## src/rtl/fetch_sequencer.sv

```systemverilog
// Program counter and instruction-fetch controller with a one-entry instruction register.
// Optional FETCH_HALT_ON_ZERO_EN: the all-zero word halts the core instead of being fetched.
module fetch_sequencer #(
    parameter int                ADDR_W   = 8,
    parameter int                INSTR_W  = 16,
    parameter logic [ADDR_W-1:0] RESET_PC = '0
) (
    input  logic               clk,
    input  logic               rst_n,
    input  logic               run,
    output logic [ADDR_W-1:0]  imem_addr,
    input  logic [INSTR_W-1:0] imem_data,
    output logic [INSTR_W-1:0] instr_out,
    output logic [ADDR_W-1:0]  instr_pc,
    output logic               instr_valid,
    input  logic               instr_ready,
    input  logic               redirect_valid,
    input  logic [ADDR_W-1:0]  redirect_pc,
    output logic               halted,
    output logic               busy
);

    typedef enum logic [1:0] {S_IDLE, S_RUN, S_HALT} state_t;

    state_t             state, state_nx;
    logic [ADDR_W-1:0]  pc, pc_nx;
    logic [ADDR_W-1:0]  ipc_nx;
    logic [INSTR_W-1:0] iout_nx;
    logic               vld_nx;
    logic               ld, hs, halt_word;

    assign ld        = !instr_valid || instr_ready;
    assign hs        = instr_valid && instr_ready;
    assign imem_addr = pc;
    assign busy      = (state == S_RUN);

`ifdef FETCH_HALT_ON_ZERO_EN
    assign halt_word = (imem_data == '0);
    assign halted    = (state == S_HALT);
`else
    assign halt_word = 1'b0;
    assign halted    = 1'b0;
`endif

    always_comb begin
        state_nx = state;
        pc_nx    = pc;
        ipc_nx   = instr_pc;
        iout_nx  = instr_out;
        vld_nx   = instr_valid;
        case (state)
            S_IDLE: begin
                if (hs)
                    vld_nx = 1'b0;
                if (redirect_valid)
                    pc_nx = redirect_pc;
                if (run)
                    state_nx = S_RUN;
            end
            S_RUN: begin
                if (redirect_valid) begin
                    pc_nx  = redirect_pc;
                    vld_nx = 1'b0;
                    if (!run)
                        state_nx = S_IDLE;
                end else if (!run) begin
                    // Stopping still lets the held word drain through its handshake.
                    state_nx = S_IDLE;
                    if (hs)
                        vld_nx = 1'b0;
                end else if (ld && halt_word) begin
                    // pc stays on the halt word so a loader can inspect it.
                    state_nx = S_HALT;
                    vld_nx   = 1'b0;
                end else if (ld) begin
                    iout_nx = imem_data;
                    ipc_nx  = pc;
                    vld_nx  = 1'b1;
                    pc_nx   = pc + ADDR_W'(1);
                end
            end
            S_HALT: begin
                if (!run)
                    state_nx = S_IDLE;
            end
            default: state_nx = S_IDLE;
        endcase
    end

    always_ff @(posedge clk) begin
        if (!rst_n) begin
            state       <= S_IDLE;
            pc          <= RESET_PC;
            instr_out   <= '0;
            instr_pc    <= '0;
            instr_valid <= 1'b0;
        end else begin
            state       <= state_nx;
            pc          <= pc_nx;
            instr_out   <= iout_nx;
            instr_pc    <= ipc_nx;
            instr_valid <= vld_nx;
        end
    end

endmodule

```

## config.mk

```make
export PLATFORM = sky130hd
export DESIGN_NAME = fetch_sequencer
export DESIGN_NICKNAME = d
export VERILOG_FILES = /design/src/rtl/fetch_sequencer.sv
export SDC_FILE = /design/constraint.sdc
export NUM_CORES = 1
export LEC_CHECK = 0
export ABC_CLOCK_PERIOD_IN_PS = 1660
export CORE_MARGIN = 5
export CORE_UTILIZATION = 24
export CTS_CLUSTER_DIAMETER = 80
export DETAILED_ROUTE_END_ITERATION = 10
export GPL_ROUTABILITY_DRIVEN = 0
export PLACE_DENSITY = 0.49
export SLEW_MARGIN = 10
export SYNTH_ARGS = -nofsm -noshare
export SYNTH_HDL_FRONTEND = slang
export SYNTH_SLANG_ARGS = --single-unit
```

## constraint.sdc

```tcl
create_clock -name clk -period 1.66 [get_ports clk]
set_input_delay 0.249 -clock clk [delete_from_list [all_inputs] [get_ports clk]]
set_output_delay 0.249 -clock clk [all_outputs]
set_load 0.02 [all_outputs]
```

== Word-level counts from Yosys, hierarchy flattened ==
Cells that the tools add are included.
Operators by class
  bitwise gates (word level): 1
  muxes and demuxes: 13
  equal/unequal tests: 8
  reductions and logical operators: 10
  add/sub/neg operators: 1
Operators by type and width (number)
  8-bit two-way mux: 4
  8-bit one-hot mux with 2 select lines: 1
  8-bit by 1-bit adder with 8-bit output (second input constant): 1
  4-bit AND reduction: 2
  2-bit != test (second input constant): 3
  1-bit two-way mux: 4
  2-bit two-way mux: 2
  4-bit by 3-bit != test with 1-bit output (second input constant): 1
  2-bit one-hot mux with 2 select lines: 1
  2-bit AND reduction: 2
  3-bit by 2-bit != test with 1-bit output (second input constant): 1
  3-bit != test (second input constant): 1
  2-bit by 1-bit equality test with 1-bit output (second input constant): 1
  2-bit equality test (second input constant): 1
  2-bit logical NOT: 1
  1-bit one-hot mux with 2 select lines: 1
  2-bit nonzero test: 1
  2-bit OR reduction: 1
  1-bit logical AND: 1
  1-bit logical NOT: 1
  1-bit logical OR: 1
  1-bit NOT: 1
Storage, ports and cells
  input port bits: 29
  bits in registers: 35
  output and inout bits: 35
  logic and storage cells: 38

== Logic depth before layout (Yosys ltp) ==
Gate-level depths: netlist of run 1.
  depth after elaboration: 6
  gate-level depth with buffers: 7
  gate-level depth less buffers: 5

== Worst setup path after synthesis of run 1 ==
No wires, ideal clock.
  path type: register to register
  from: register pc[0], in the netlist imem_addr[0]
  to: register pc[6], in the netlist imem_addr[6]
  setup slack: 0.220 ns
  path buffers: 0
  required time: 1.585 ns
  data arrival time: 1.366 ns
  clock period less this slack: 1.440 ns
  library setup time: 0.075 ns
  stages on the path, launching flop included: 6
  cell sequence: dfxtp_1 -> ha_1 -> and3_1 -> nand3_1 -> o31a_1 -> o22ai_1
On the way
  longest elaborated chain between the ends: 5
Ends and longest elaborated chain
  start: declaration: RTL line 26  | logic [ADDR_W-1:0] pc, pc_nx;
  start signal: assignment: RTL line 99  | pc <= pc_nx;
  8-bit by 1-bit adder with 8-bit output: RTL line 79  | pc_nx = pc + ADDR_W'(1);
  8-bit two-way mux: RTL line 75  | end else if (ld) begin
  8-bit two-way mux: RTL line 66  | end else if (!run) begin
  8-bit two-way mux: RTL line 61  | if (redirect_valid) begin
  8-bit one-hot mux with 2 select lines: RTL line 51  | case (state)
No other way between the ends. The select of a mux whose other input is x is not followed.
A chain may end at the register's enable or synchronous reset.

== Worst setup path after layout of run 1 ==
  from: register pc[0], in the netlist imem_addr[0]
  to: output imem_addr[0]
RTL lines
  end: declaration: RTL line 11  | output logic [ADDR_W-1:0] imem_addr,
No word-level cell between the ends.

==> out/results.tsv, run 1 <==
metric	value	unit
max_freq	0.6307	GHz
area_delta_synth_final	57.94	%
cp.arrival	1340	ps
io_pins	64	
htree_levels	2	
p_total	1.706	mW
yosysTopAreaCellShare	0.4747	
route.antenna.remaining_nets	0	
synth_edf_count	0	
cp.depth	1	
slowest_stage	clkdlybuf4s50_1	
num_vias	1429	
worstSetupStartpoint	imem_addr[0]$_SDFFE_PN0P_	
fp.coreArea	0.005851	sq mm
drv_cap	0	
syn_nets	211	
post-dp-hpwl	3152	um
peakVddDrop	278.8	uV
track_usage	0.1182	
maxSlewViolCount	0	
reg2reg_from	imem_addr[0]$_SDFFE_PN0P_	
critPathTopFamily	buffers and inverters	
layout-drive-gt1-share	0.08367	
nets	281	
rsz0062_at_grt	no	
viasPerCell	4.383	
io_buffers	62	
required	1410	ps
tritoncts	yes	
synthArstFlopShare	0	
yosysMostFrequentCell	nand2_1	
row_count	28	
grt_pass1_wl	7038	um
clk_latency	280	ps
die_width	87.30	um
endpoint	imem_addr[0]	
netlist_instances	181	
crit_buf_inv	1	
setup_slack	74.39	ps
final_area	0.002265	sq mm
seq_area_frac_synth	0.4747	
reg2reg_to	imem_addr[6]$_SDFFE_PN0P_	
synth_top_area_cell	dfxtp_1	
endpoint_kind	primary output	
crit_path_start_kind	flip-flop	
placed_cell_area	0.002180	sq mm
drtIter0Drc	60	
reg2reg_depth	5	
grt-ovfl-total	0	
antenna_found_initial	0	
fp.dieArea	0.007620	sq mm
fin_crit	1586	ps
postSynthAreaPerCell	7.922	sq um
clockRootBuffer	clkbuf_8	
hold-path-cell-count	2	
insertedDiodeCount	0	
ys_ff_latch	34	
hold_ws	454.3	ps
synth_area_leaders	dfxtp_1 (47%), nand2_1 (16%), a21oi_1 (7.7%)	
crit_chain	clkdlybuf4s50_1	
chipHeight	87.30	um
yosys_warnings	0	
fin_util	0.3871	
first_pass_iters	4	
slowest_delay	640	ps
finalClockSkew	6.037	ps
start_util	0.2451	
hold_violations	0	
wl_per_cell	13.04	um
netlist_top_cells_count	nand2_1 (61), dfxtp_1 (34), a21oi_1 (22)	
p_leak	0.8479	nW
drc_errors	0	
cts_buffers	5	
syn-cell-area	0.001434	sq mm
wl	4252	um
cts_num_sinks	34	
path_clk_slew	70	ps
status	finished clean	
yosysUniqueCellTypes	34	
cp_max_fo	5	
r2r_slack	240	ps
cts_hold_buffers	0	
worstSetupPathType	flip-flop to primary output	
postCtsSetupBuffers	0	
cts_max_path_buffers	2	
place_ws	-15.27	ps
min_path_type	flip-flop to flip-flop	
power_density	753.1	mW/mm^2
grt_pass1_vias	1437	
synthFlopType	dfxtp_1	
setup_viol	0	
post-route-period-util	0.9552	
grt_max_degree	25	
==> sequential cells by signal (all words and copies together), names as in the netlist <==
register / flops
instr_out: 16
state: 1
instr_pc: 8
instr_valid: 1
imem_addr: 8
==> stage by stage <==
| step | std cells | setup TNS [ps] |
|---|---|---|
| final | 326 | 0 |
| after global routing | 326 | 0 |
| after CTS | 326 | 0 |
| after detailed placement | 319 | -15.27 |
| after global placement | 319 | 0 |
| after floorplan | 181 | 0 |
==> how the worst min path moves through the flow <==
stage / start / endpoint
global route: instr_out[2]$_SDFFE_PN0P_ / instr_out[2]$_SDFFE_PN0P_
CTS: instr_out[3]$_SDFFE_PN0P_ / instr_out[3]$_SDFFE_PN0P_
detailed placement: instr_out[3]$_SDFFE_PN0P_ / instr_out[3]$_SDFFE_PN0P_
floorplan: run / state[0]$_SDFFE_PN0P_
finish: instr_out[3]$_SDFFE_PN0P_ / instr_out[3]$_SDFFE_PN0P_
global placement: instr_out[6]$_SDFFE_PN0P_ / instr_out[6]$_SDFFE_PN0P_
==> cell usage in the layout (no fill, tap or decap), drive strengths merged, types with 3 or more instances in the layout <==
cell	n
buf	12
clkbuf	5
o21ai	5
nand2	61
a21oi	22
nor2	3
a21boi	11
dlymetal6s2s	3
nand3	4
clkdlybuf4s50	58
dfxtp	34
==> power breakdown <==
| group | internal, mW | switching (mW) | total, mW |
|---|---|---|---|
| sequential | 0.842 | 0.0262 | 0.868 |
| combinational | 0.149 | 0.122 | 0.271 |
| clock | 0.281 | 0.285 | 0.567 |
| total | 1.27 | 0.434 | 1.71 |
==> what timing repair did <==
item / 4_1_cts / 5_1_grt
resized for setup: 1 / 3
setup endpoints to repair: 1 / 3
hold endpoints to repair: 0 / 0
==> routing by layer <==
layer,GRT usage,vias to the layer above,part of all wire
li1,-,745,-
met1,0.1474,653,0.44
met2,0.1952,27,0.50
met3,0.02365,4,0.042
met4,0.05300,0,0.017
met5,0,-,0
==> tightest hold or removal path, delay by kind of cell (launching register included) <==
kind | cells | cell delay, ps
AO/OA/AOI/OAI | 1 | 50
flip-flops | 1 | 310
AND/OR/NAND/NOR | 1 | 50
==> final cells by class <==
cell class              instances  area, sq um
flip-flops and latches         34        680.7
fillers                       612         3586
repair buffers                 74        729.5
inverters                       2        7.507
clock buffers                   5        68.82
well taps                      75        93.84
multi-input cells             134        674.4
clock inverters                 2        10.01
==> cell families after synthesis <==
kind of cell | after synthesis | share of synthesized area
DFF | 34 | 0.4747
xor gates and xnor gates | 1 | 0.006109
AOI/OAI and AO/OA | 49 | 0.2094
buffers and inverters | 13 | 0.05497
and+or+nand+nor | 82 | 0.2435
adders and majority gates | 1 | 0.008725
other | 1 | 0.002615
Note: power is estimated with default switching activity, not from simulation.
==> run 2: changes to the inputs <==
- CORE_MARGIN: 5 -> 4
==> run 2 against run 1 <==
Net effect: routed wire length shrank 2.6%; first-iteration DRC count is 17% higher; clock skew is 4.0 ps lower; critical endpoint is now imem_addr[6]; largest cell class unchanged; largest power group unchanged; highest routed layer unchanged.
==> out/results.tsv, run 2 (synthesis results as in run 1) <==
metric	value	unit	change
fin_util	0.4054		+0.01833
status	finished clean		
r2r_slack	240	ps	about the same
path_clk_slew	70	ps	about the same
p_leak	0.8728	nW	+2.9%
row_count	27		-3.6%
drc_errors	0		unchanged
track_usage	0.1135		-0.004684
p_total	1.846	mW	+8.2%
crit_path_start_kind	flip-flop		
min_path_type	flip-flop to flip-flop		
grt-ovfl-total	0		unchanged
grt_pass1_vias	1358		-5.5%
io_pins	64		unchanged
setup_viol	0		unchanged
endpoint_kind	primary output		
clockRootBuffer	clkbuf_8		
finalClockSkew	2.050	ps	-3.987 ps
grt_max_degree	25		unchanged
antenna_found_initial	0		unchanged
place_ws	12.33	ps	+27.60 ps
clk_latency	280	ps	about the same
die_width	85.30	um	-2.3%
setup_slack	65.17	ps	-9.216 ps
slowest_delay	640	ps	about the same
fin_crit	1595	ps	+9.216 ps
crit_chain	clkdlybuf4s50_1		
route.antenna.remaining_nets	0		unchanged
layout-drive-gt1-share	0.08367		unchanged
multiInputGateArea	674.4	sq um	unchanged
fp.coreArea	0.005642	sq mm	-3.6%
fillers	596		-2.6%
postCtsSetupBuffers	0		unchanged
slowest_stage	clkdlybuf4s50_1		
critPathTopFamily	buffers and inverters		
grt_pass1_wl	6548	um	-7.0%
tritoncts	yes		
cts_buffers	5		unchanged
most-common-layout-cells	nand2_1 (61), clkdlybuf4s50_1 (57), dfxtp_1 (34), a21oi_1 (22), buf_4 (10)		
io_buffers	62		unchanged
reg2reg_from	imem_addr[0]$_SDFFE_PN0P_		
insertedDiodeCount	0		unchanged
reg2reg_depth	5		unchanged
cts_num_sinks	34		unchanged
drv_cap	0		unchanged
max_freq	0.6270	GHz	-0.58%
num_vias	1433		+0.28%
hold_violations	0		unchanged
first_pass_iters	4		unchanged
wl	4140	um	-2.6%
post-dp-hpwl	3053	um	-3.1%
htree_levels	2		unchanged
largest_reg_flops	16		unchanged
cp.depth	1		unchanged
wl_per_cell	12.82	um	-1.7%
fin_setup_tns	0	ps	unchanged
drtIter0Drc	70		+17%
nets	280		-0.36%
required	1410	ps	about the same
cts_max_path_buffers	2		unchanged
maxSlewViolCount	0		unchanged
worstSetupStartpoint	imem_addr[6]$_SDFFE_PN0P_		
start_util	0.2542		+0.009077
crit_buf_inv	1		unchanged
power_density	807.1	mW/mm^2	+7.2%
reg2reg_to	imem_addr[6]$_SDFFE_PN0P_		
rsz0062_at_grt	no		
final_common_cell	nand2_1		
chipHeight	85.30	um	-2.3%
fp.dieArea	0.007275	sq mm	-4.5%
cp.arrival	1350	ps	about the same
post-route-period-util	0.9607		+0.005552
cts_hold_buffers	0		unchanged
endpoint	imem_addr[6]		
peakVddDrop	324.6	uV	+16%
regMostFlops	instr_out		
cp_max_fo	5		unchanged
final-seq-area	680.7	sq um	unchanged
worstSetupPathType	flip-flop to primary output		
area_delta_synth_final	59.51	%	
viasPerCell	4.437		+1.2%
run 2: cell count changes in the layout (fill, tap and decap cells not counted):
cell and change:
clkinv_2 -2, buf_4 -1, clkbuf_8 +3, clkdlybuf4s50_1 -1
dlymetal6s2s_1 +1
run 2: how the worst min path moves through the flow:
stage	cells past startpoint	startpoint	to
after floorplan	1	run	state[0]$_SDFFE_PN0P_
after global placement	2	instr_out[3]$_SDFFE_PN0P_	instr_out[3]$_SDFFE_PN0P_
after detailed placement	2	instr_pc[1]$_SDFFE_PN0P_	instr_pc[1]$_SDFFE_PN0P_
after CTS	2	instr_pc[1]$_SDFFE_PN0P_	instr_pc[1]$_SDFFE_PN0P_
after global routing	2	instr_pc[1]$_SDFFE_PN0P_	instr_pc[1]$_SDFFE_PN0P_
final	2	instr_out[4]$_SDFFE_PN0P_	instr_out[4]$_SDFFE_PN0P_
run 2: per-layer routing:
layer / track usage / up-vias / wire [um]
met5: 0 / - / 0
met4: 0.05612 / 0 / 88
met3: 0.02427 / 7 / 185
met2: 0.1857 / 33 / 1932
met1: 0.1403 / 647 / 1934
li1: - / 746 / -
run 2: worst reg2reg max path: stages, from the launching register on:
cell and delay, ps:
dfxtp_1 420, ha_1 210, and3_1 210, nand3_1 110
o31a_1 250, o22ai_1 140
run 2: metrics by stage:
step / hold WS (ps) / area, sq um / cells
4_1_cts: 455.1 / 2277 / 323
2_1_floorplan: 370.7 / 1434 / 181
6_report: 451.9 / 2287 / 323
5_1_grt: 472.2 / 2287 / 323
3_3_place_gp: 439.1 / 2168 / 315
3_5_place_dp: 445.5 / 2168 / 315
run 2: power by group:
part,internal (mW),leakage [nW],switching [mW],total [mW]
logic,0.147,0.539,0.118,0.266
clock network,0.419,0.0575,0.290,0.709
registers,0.842,0.277,0.0292,0.871
total,1.41,0.873,0.438,1.85
run 2: area by class of cell:
cell class | count | share of cell area
sequential | 34 | 0.2976
tap | 72 | 0.03939
timing repair buffer | 73 | 0.3167
multi-input combinational | 134 | 0.2949
inverter | 2 | 0.003282
clock buffer | 8 | 0.04814
run 2: repair_timing:
action	in CTS	in global routing
endpoints found under the setup margin	1	4
resized for setup	1	4
pin swaps	0	0
cloned	0	0
